--- src/rtl/alu_regbank_pkg.sv ---
// alu_regbank_pkg: shared widths, ALU opcodes and flag bundle for the ALU operand/result stage
package alu_regbank_pkg;
  localparam int WIDTH_DEF = 4;
  localparam int AW_DEF = 4;
  localparam int NREG_DEF = 16;
  typedef enum logic [2:0] {
    OP_ADD  = 3'b000,
    OP_SUB  = 3'b001,
    OP_NEGA = 3'b010,
    OP_NEGB = 3'b011,
    OP_AND  = 3'b100,
    OP_OR   = 3'b101,
    OP_XOR  = 3'b110,
    OP_NOTA = 3'b111
  } alu_op_e;
  typedef struct packed {
    logic z;
    logic c;
    logic s;
  } flags_t;
  function automatic logic op_is_logic(input alu_op_e op);
    return op[2];
  endfunction
endpackage

--- src/rtl/alu_regbank_flag_reg.sv ---
// alu_regbank_flag_reg: z/c/s flag register; logical ops leave c/s untouched since the ALU drives them to x
module alu_regbank_flag_reg
  import alu_regbank_pkg::*;
(
  input  logic clk,
  input  logic reset,
  input  logic fe,
  input  logic l_in,
  input  logic z_in,
  input  logic c_in,
  input  logic s_in,
  output logic zf,
  output logic cf,
  output logic sf
);
  flags_t flags_q, flags_d;
  always_comb begin
    flags_d = flags_q;
    flags_d.z = fe ? z_in : flags_q.z;
    flags_d.c = (fe && !l_in) ? c_in : flags_q.c;
    flags_d.s = (fe && !l_in) ? s_in : flags_q.s;
  end
  always_ff @(posedge clk) begin
    if (reset) flags_q <= '0;
    else flags_q <= flags_d;
  end
  assign zf = flags_q.z;
  assign cf = flags_q.c;
  assign sf = flags_q.s;
endmodule

--- src/rtl/alu_regbank.sv ---
// alu_regbank: register bank with two combinational read ports and one write port, plus ALU flag register
module alu_regbank
  import alu_regbank_pkg::*;
#(
  parameter int WIDTH = WIDTH_DEF,
  parameter int NREG = NREG_DEF,
  parameter int AW = AW_DEF
) (
  input  logic             clk,
  input  logic             reset,
  input  logic [AW-1:0]    ra1,
  input  logic [AW-1:0]    ra2,
  output logic [WIDTH-1:0] rd1,
  output logic [WIDTH-1:0] rd2,
  input  logic             we,
  input  logic [AW-1:0]    wa,
  input  logic [WIDTH-1:0] wd,
  input  logic             fe,
  input  logic             l_in,
  input  logic             z_in,
  input  logic             c_in,
  input  logic             s_in,
  output logic             zf,
  output logic             cf,
  output logic             sf
);
  // register 0 is a constant zero, so only 1..NREG-1 have storage
  logic [WIDTH-1:0] bank_q [1:NREG-1];
  logic [WIDTH-1:0] bank_d [1:NREG-1];
  always_comb begin
    rd1 = '0;
    rd2 = '0;
    for (int i = 1; i < NREG; i++) begin
      rd1 = (ra1 == AW'(i)) ? bank_q[i] : rd1;
      rd2 = (ra2 == AW'(i)) ? bank_q[i] : rd2;
      bank_d[i] = (we && wa == AW'(i)) ? wd : bank_q[i];
    end
  end
  always_ff @(posedge clk) begin
    if (reset) for (int i = 1; i < NREG; i++) bank_q[i] <= '0;
    else bank_q <= bank_d;
  end
  alu_regbank_flag_reg u_flag_reg (
    .clk  (clk),
    .reset(reset),
    .fe   (fe),
    .l_in (l_in),
    .z_in (z_in),
    .c_in (c_in),
    .s_in (s_in),
    .zf   (zf),
    .cf   (cf),
    .sf   (sf)
  );
endmodule

--- config.mk ---
export PLATFORM = sky130hd
export DESIGN_NAME = alu_regbank
export DESIGN_NICKNAME = d
export VERILOG_FILES = /design/src/rtl/alu_regbank_pkg.sv /design/src/rtl/alu_regbank_flag_reg.sv /design/src/rtl/alu_regbank.sv
export SDC_FILE = /design/constraint.sdc
export NUM_CORES = 1
export LEC_CHECK = 0
export BUFFER_PORTS_ARGS = -buffer_cell sky130_fd_sc_hd__buf_2
export CORE_ASPECT_RATIO = 0.9
export CORE_MARGIN = 4
export CORE_UTILIZATION = 65
export CTS_BUF_LIST = sky130_fd_sc_hd__clkbuf_2 sky130_fd_sc_hd__clkbuf_4 sky130_fd_sc_hd__clkbuf_8
export CTS_CLUSTER_DIAMETER = 100
export DETAILED_ROUTE_END_ITERATION = 16
export MAX_ROUTING_LAYER = met4
export PLACE_DENSITY = 0.9
export SYNTH_ARGS = -nofsm -noshare
export SYNTH_HDL_FRONTEND = slang
export SYNTH_SLANG_ARGS = --single-unit
--- constraint.sdc ---
create_clock -name clk -period 2.12 [get_ports clk]
set_input_delay 0.106 -clock clk [delete_from_list [all_inputs] [get_ports clk]]
set_output_delay 0.106 -clock clk [all_outputs]
set_load 0.01 [all_outputs]
==> summary.txt, run 1 <==
Clock network
  – Clock tree from TritonCTS: done
  – Clock Tree Buf Depth: 2
  – Worst-Skew Late Latency: 350 ps
  – Root buffer cell: clkbuf_8
  – Clk slew on worst S/H paths: approximately 70 ps
  – Num Clock Sinks: 63
  – # H-tree levels: 3
  – TritonCTS buffer count: 9
  – Post-CTS sizing: 0

Die
  – Core Rows: 25
  – Full die area: 6980 um^2
  – Die Ht: 79.7 um
  – I/O Pins: 35
  – Die Wd: 87.6 um
  – Initial Util: 0.690
  – Core area: 5380 um^2

Detailed routing
  – First DRT Iteration DRCs: 540
  – Drt pass-1 iters: 6
  – Final WL: 10800 um
  – DR vias/cell: just under 7
  – Detail Route Antenna Nets: 0
  – Drc violations: 0
  – Vias: 3587
  – WL per Instance: 20.5 um

Synth
  – Leading area contributor after synthesis: dfxtp_1
  – Synthesized area per cell: 8.37 um^2
  – Area contributors post-synth: dfxtp_1 34%, mux2i_1 19%, nor2_1 7.2%
  – Net count after synthesis: 467
  – Cells after synthesis: 443
  – Share of the synthesized area in the top cell type: 0.340
  – #FFs+latches synth: 63
  – Post-synth cell types: 47
  – Post-synthesis sequential area ratio: 0.340
  – Cell Area, Synth: 3710 um^2
  – EDFF count, synth: 0
  – Yosys warning count: 0
  – Most frequent cell after synthesis: nor2_1
  – Most frequent cells after synthesis: 71 x nor2_1, 69 x mux2i_1, 63 x dfxtp_1
  – Main synth FF type: dfxtp_1
  – Synth async-reset ratio: 0

Place
  – GP Congestion: 1.02
  – Port-buffer cells: 34
  – Post-detail-place hpwl: 7150 um

Setup path
  – Worst endpoint data arrival time: 1880 ps
  – Required @ worst endpoint: around 2000 ps
  – CP endpoint kind: output port
  – Critical path, cell by cell: mux2_2, a221oi_1, a211oi_1, a211oi_1, o22ai_1, buf_2
  – Setup crit start: bank_q[53]
  – Top cell by count, worst path: a211oi_1
  – Slowest stage cell, crit path: dfxtp_1
  – Crit-path max cell delay: around 350 ps
  – Crit-path max FO: 3
  – Critical path class: reg2out
  – Reg2reg start: bank_q[1]
  – Startpoint Class: register

STA
  – Hold Violations, Final: 0
  – Setup TNS: 0 ps
  – Count of final max-slew check failures: 0
  – Fin crit share: 0.938
  – Worst-case hold slack: between 1.5 and 2 ps
  – Tmin final: about 2000 ps
  – Final setup vio count: 0
  – Layout Skew: 0 ps
  – RSZ-0062 raised after global routing: false
  – Actual slew at the worst max-slew pin: 671 ps
  – Rel. slew slack: 0.551
  – Max Fclk: ~500 MHz

Cells and area
  – Multi-input gate area: 2240 um^2
  – Fin util: 0.753
  – Storage cell area: ~1300 um^2
  – Filler cells: 397
  – Nets: 478
  – Syn-to-layout area delta: 9.21%
  – Antenna cells: 0
  – Share of cells above drive strength 1: 0.153

Status
  – Status: complete, no violations

Global route
  – Antenna violations before repair: 0
  – GRT Overall Usage: 0.340
  – Remaining Overflow, GRT: 0
  – First-pass GRT wire length: between 15000 and 20000 um
  – Largest net degree at the start of global routing: 64
  – Vias in the first global route: 3405

Power and ir drop
  – Static Leak: 1.62 nW
  – Max rail drop VDD: about 0.62 mV
  – PD cells: 679 nW/um^2

Flow run
  – Max Cap Viol: 0

Min path
  – HP Start: s_in
  – Hold Path Class: in2reg
-- area by class of cell --
| type | count | share of cell area |
|---|---|---|
| Multi-Input combinational cell | 337 | 0.554 |
| Sequential cell | 63 | 0.311 |
| Clock buffer | 10 | 0.0340 |
| Clock inverter | 6 | 0.0229 |
| Tap cell | 67 | 0.0207 |
| Timing Repair Buffer | 41 | 0.0556 |
| Inverter | 2 | 0.00185 |
-- logic make-up (layout without fill, tap and decap cells) --
family,Yosys count,count (layout),share of synthesized area
AND/OR/NAND/NOR,165,165,0.215
AO/OA/AOI/OAI,89,89,0.149
multiplexers,83,83,0.241
flip-flops,63,63,0.340
buffers and inverters,43,59,0.0553
-- cell usage in the layout (no fill, tap or decap), types with 4 or more instances in the layout --
| cell type | n |
|---|---|
| nand2b_1 | 9 |
| nor3b_1 | 4 |
| nand2_1 | 31 |
| nor2b_1 | 11 |
| nand4_1 | 5 |
| mux2i_1 | 69 |
| mux4_2 | 4 |
| nand3_1 | 6 |
| a221oi_1 | 4 |
| nand3b_1 | 10 |
| mux2_2 | 10 |
| nor2_1 | 71 |
| dfxtp_1 | 63 |
| buf_2 | 34 |
| o21ai_0 | 23 |
| a21oi_1 | 29 |
| clkbuf_8 | 10 |
| o22ai_1 | 6 |
| buf_4 | 6 |
| nor3_1 | 5 |
-- worst max-delay path, delay by kind of cell, from the launching register on --
family	cells	cell delay (ps)
multiplexers	1	270
AO/OA/AOI/OAI	4	760
buffers and inverters	1	140
flip-flops	1	350
-- registers in the layout, indices dropped and copies added (netlist names) --
signal         flops
bank_q            60
u_flag_reg.cf      1
u_flag_reg.sf      1
u_flag_reg.zf      1
-- worst paths after layout --
kind | end | slack, ps | cells after the start
setup / recovery | rd2[1] | 130 | 6
hold / removal | u_flag_reg.sf | 2 | 3
setup reg to reg | bank_q[1] | 1260 | 2
hold reg to reg | u_flag_reg.zf | 500 | 2
-- report_power, final --
| part | internal (mW) | switching, mW |
|---|---|---|
| Combinational | 0.120 | 0.213 |
| Clock | 0.699 | 0.504 |
| Sequential | 1.20 | 0.0164 |
-- metal layers --
layer | vias up | GRT usage | share of wire
met4 | 0 | 0.179 | 0.043
met2 | 274 | 0.471 | 0.43
met1 | 1642 | 0.446 | 0.41
met3 | 62 | 0.101 | 0.12
met5 | - | - | 0
li1 | 1609 | - | -
-- stage by stage --
stage	power [mW]	setup slack [ps]	instances	cell area, um^2
floorplan	1.47	812	443	3710
global placement	1.55	334	509	3810
detailed placement	1.56	303	509	3810
CTS	2.74	123	526	4050
global route	2.83	10.8	526	4050
finish	2.75	132	526	4050
-- repair_timing --
action / in CTS / in global routing
hold buffers: 1 / 0
setup buffers: 0 / 0
endpoints found under the hold margin: 1 / 0
Power figures use the tool's default switching activity.
==> run 2, diff against run 1 <==
--- a/config.mk
+++ b/config.mk
@@ -5,15 +5,16 @@
 export SDC_FILE = /design/constraint.sdc
 export NUM_CORES = 1
 export LEC_CHECK = 0
-export BUFFER_PORTS_ARGS = -buffer_cell sky130_fd_sc_hd__buf_2
 export CORE_ASPECT_RATIO = 0.9
 export CORE_MARGIN = 4
 export CORE_UTILIZATION = 65
 export CTS_BUF_LIST = sky130_fd_sc_hd__clkbuf_2 sky130_fd_sc_hd__clkbuf_4 sky130_fd_sc_hd__clkbuf_8
 export CTS_CLUSTER_DIAMETER = 100
 export DETAILED_ROUTE_END_ITERATION = 16
+export DONT_BUFFER_PORTS = 1
 export MAX_ROUTING_LAYER = met4
-export PLACE_DENSITY = 0.9
+export PLACE_DENSITY = 0.85
+export SETUP_SLACK_MARGIN = 0.3
 export SYNTH_ARGS = -nofsm -noshare
 export SYNTH_HDL_FRONTEND = slang
 export SYNTH_SLANG_ARGS = --single-unit
==> summary.txt, run 2 (synthesis results as in run 1) <==
Status
  – Status: complete, no violations

Cells and area
  – Syn-to-layout area delta: 6.10%
  – Reg with most FFs: bank_q
  – Max reg flops: 60 (unchanged)
  – Most frequent cells in the layout: 71 x nor2_1, 69 x mux2i_1, 62 x dfxtp_1
  – Most common cell after layout, fill and taps aside: nor2_1
  – Nets: 447 (-6.5%)
  – Share of cells above drive strength 1: 0.0794 (-0.0731)

Place
  – GP Congestion: 0.987 (-2.9%)
  – Post-detail-place hpwl: 6860 um (-4.0%)
  – Port-buffer cells: 0 (-100%)

STA
  – Tmin final: 1790 ps (-194 ps)
  – Rel. slew slack: 0.530 (-0.0202)
  – RSZ-0062 raised after global routing: true
  – Actual slew at the worst max-slew pin: 702 ps (+30.5 ps)
  – Fin crit share: 0.846 (-0.0914)
  – Hold Violations, Final: 0 (unchanged)
  – Count of final max-slew check failures: 0 (unchanged)
  – Setup TNS: 0 ps (unchanged)
  – Layout Skew: 0 ps (unchanged)
  – Max Fclk: 557 MHz (+11%)
  – Final setup vio count: 0 (unchanged)
  – Worst-case hold slack: 22.1 ps (+20.2 ps)

Global route
  – Antenna violations before repair: 0 (unchanged)
  – Remaining Overflow, GRT: 0 (unchanged)
  – GRT Overall Usage: 0.333 (-0.00749)
  – Largest net degree at the start of global routing: 64 (unchanged)
  – First-pass GRT wire length: 17100 um (-2.1%)
  – Vias in the first global route: 3215 (-5.6%)

Setup path
  – Crit-path max FO: 3 (unchanged)
  – Worst endpoint data arrival time: 1690 ps (-190 ps)
  – Crit-path max cell delay: 330 ps (-20 ps)
  – Slowest stage cell, crit path: dfxtp_1
  – Required @ worst endpoint: 2010 ps (about the same)
  – CP endpoint kind: output port
  – Startpoint Class: register
  – Critical path class: reg2out
  – Setup crit start: bank_q[51]
  – Critical path, cell by cell: mux2_2, a221o_1, o21ai_1, nand4b_1, o22ai_2
  – Reg2reg start: bank_q[17]

Power and ir drop
  – Int Power: 1.92 mW (-4.9%)
  – Part of the power in registers: 0.479 (+0.037)
  – Clk pwr share: 0.426 (-0.011)
  – Max rail drop VDD: 0.511 mV (-18%)
  – Net Sw Frac: 0.244 (-0.0228)
  – Logic pwr share: 0.094 (-0.027)
  – P_sw: 0.619 mW (-16%)
  – PD cells: 645 nW/um^2 (-5.0%)
  – Static Leak: 1.49 nW (-7.8%)

Detailed routing
  – Detail Route Antenna Nets: 0 (unchanged)
  – Vias: 3433 (-4.3%)
  – Drt pass-1 iters: 5 (-1)
  – Drc violations: 0 (unchanged)
  – Final WL: 10600 um (-2.1%)
  – First DRT Iteration DRCs: 527 (-2.4%)
  – DR vias/cell: 6.91 (+1.3%)
  – WL per Instance: 21.3 um (+3.6%)

Clock network
  – Root buffer cell: clkbuf_8
  – Clk slew on worst S/H paths: 70 ps (about the same)
  – Num Clock Sinks: 63 (unchanged)
  – Postcts setup bufs: 0 (unchanged)
  – Clock Tree Buf Depth: 2 (unchanged)
  – Worst-Skew Late Latency: 350 ps (about the same)
  – Clock tree from TritonCTS: done
  – # H-tree levels: 3 (unchanged)
  – TritonCTS buffer count: 9 (unchanged)

Min path
  – Hold Path Class: in2reg
  – HP Start: l_in

Die
  – Full die area: 6980 um^2 (unchanged)
  – I/O Pins: 35 (unchanged)
  – Core area: 5380 um^2 (unchanged)
  – Die Ht: 79.7 um (unchanged)
  – Die Wd: 87.6 um (unchanged)
  – Initial Util: 0.690 (unchanged)
  – Core Rows: 25 (unchanged)

Flow run
  – Max Cap Viol: 0 (unchanged)
==> run 2: cell types whose count changed in the layout (fill, tap and decap cells not counted), moves of 2 or more <==
cell           delta
buf_2            -34
dlygate4sd3_1     +8
buf_4             -6
clkbuf_4          +3
diode_2           +2
==> run 2: per-stage QoR <==
stage	area, um^2	total power, mW	instances	setup WS, ps	util
final	3940	2.54	497	326	0.732
after global routing	3930	2.62	495	263	0.731
after CTS	3920	2.54	495	324	0.729
after detailed placement	3600	1.42	469	711	0.668
after global placement	3600	1.42	469	740	0.668
after floorplan	3710	1.47	443	812	-
==> run 2: worst max-delay path: cells and delay by family, from the launching register on <==
family | cells | cell delay (ps)
compound gates | 3 | 580
flops | 1 | 330
mux | 1 | 270
simple gates | 1 | 150
==> run 2: layer usage <==
layer	track usage	up-vias	share of wire
li1	-	1546	-
met1	0.437	1610	0.39
met2	0.467	237	0.44
met3	0.123	40	0.14
met4	0.121	0	0.030
met5	-	-	0
==> run 2: cell type report <==
class	count	area, um^2
clock inverters	3	42.5
multi-input cells	337	2260
inverters	2	7.51
repair buffers	10	118
well taps	67	83.8
diodes	2	5.00
flip-flops and latches	63	1260
fillers	414	1440
clock buffers	13	160
==> run 2: what timing repair did <==
item                                    4_1_cts  5_1_grt
hold buffers                                 10        0
gates cloned                                  0        0
resized for setup                             1        4
hold endpoints to repair                     63        0
pin swaps                                     0        6
endpoints found under the setup margin        1        3
==> run 2: worst paths after layout <==
kind,endpoint,cells past startpoint,slack [ps]
max,rd2[3],5,330
min,u_flag_reg.sf,3,20
max reg2reg,bank_q[17],3,940
min reg2reg,bank_q[19],2,490
==> run 2: power by group through the flow <==
stage               Combinational, mW  Sequential, mW  Clock, mW
global route                    0.258            1.22       1.14
finish                          0.240            1.22       1.08
global placement                0.175            1.24          0
CTS                             0.233            1.22       1.09
floorplan                       0.230            1.24          0
detailed placement              0.176            1.24          0
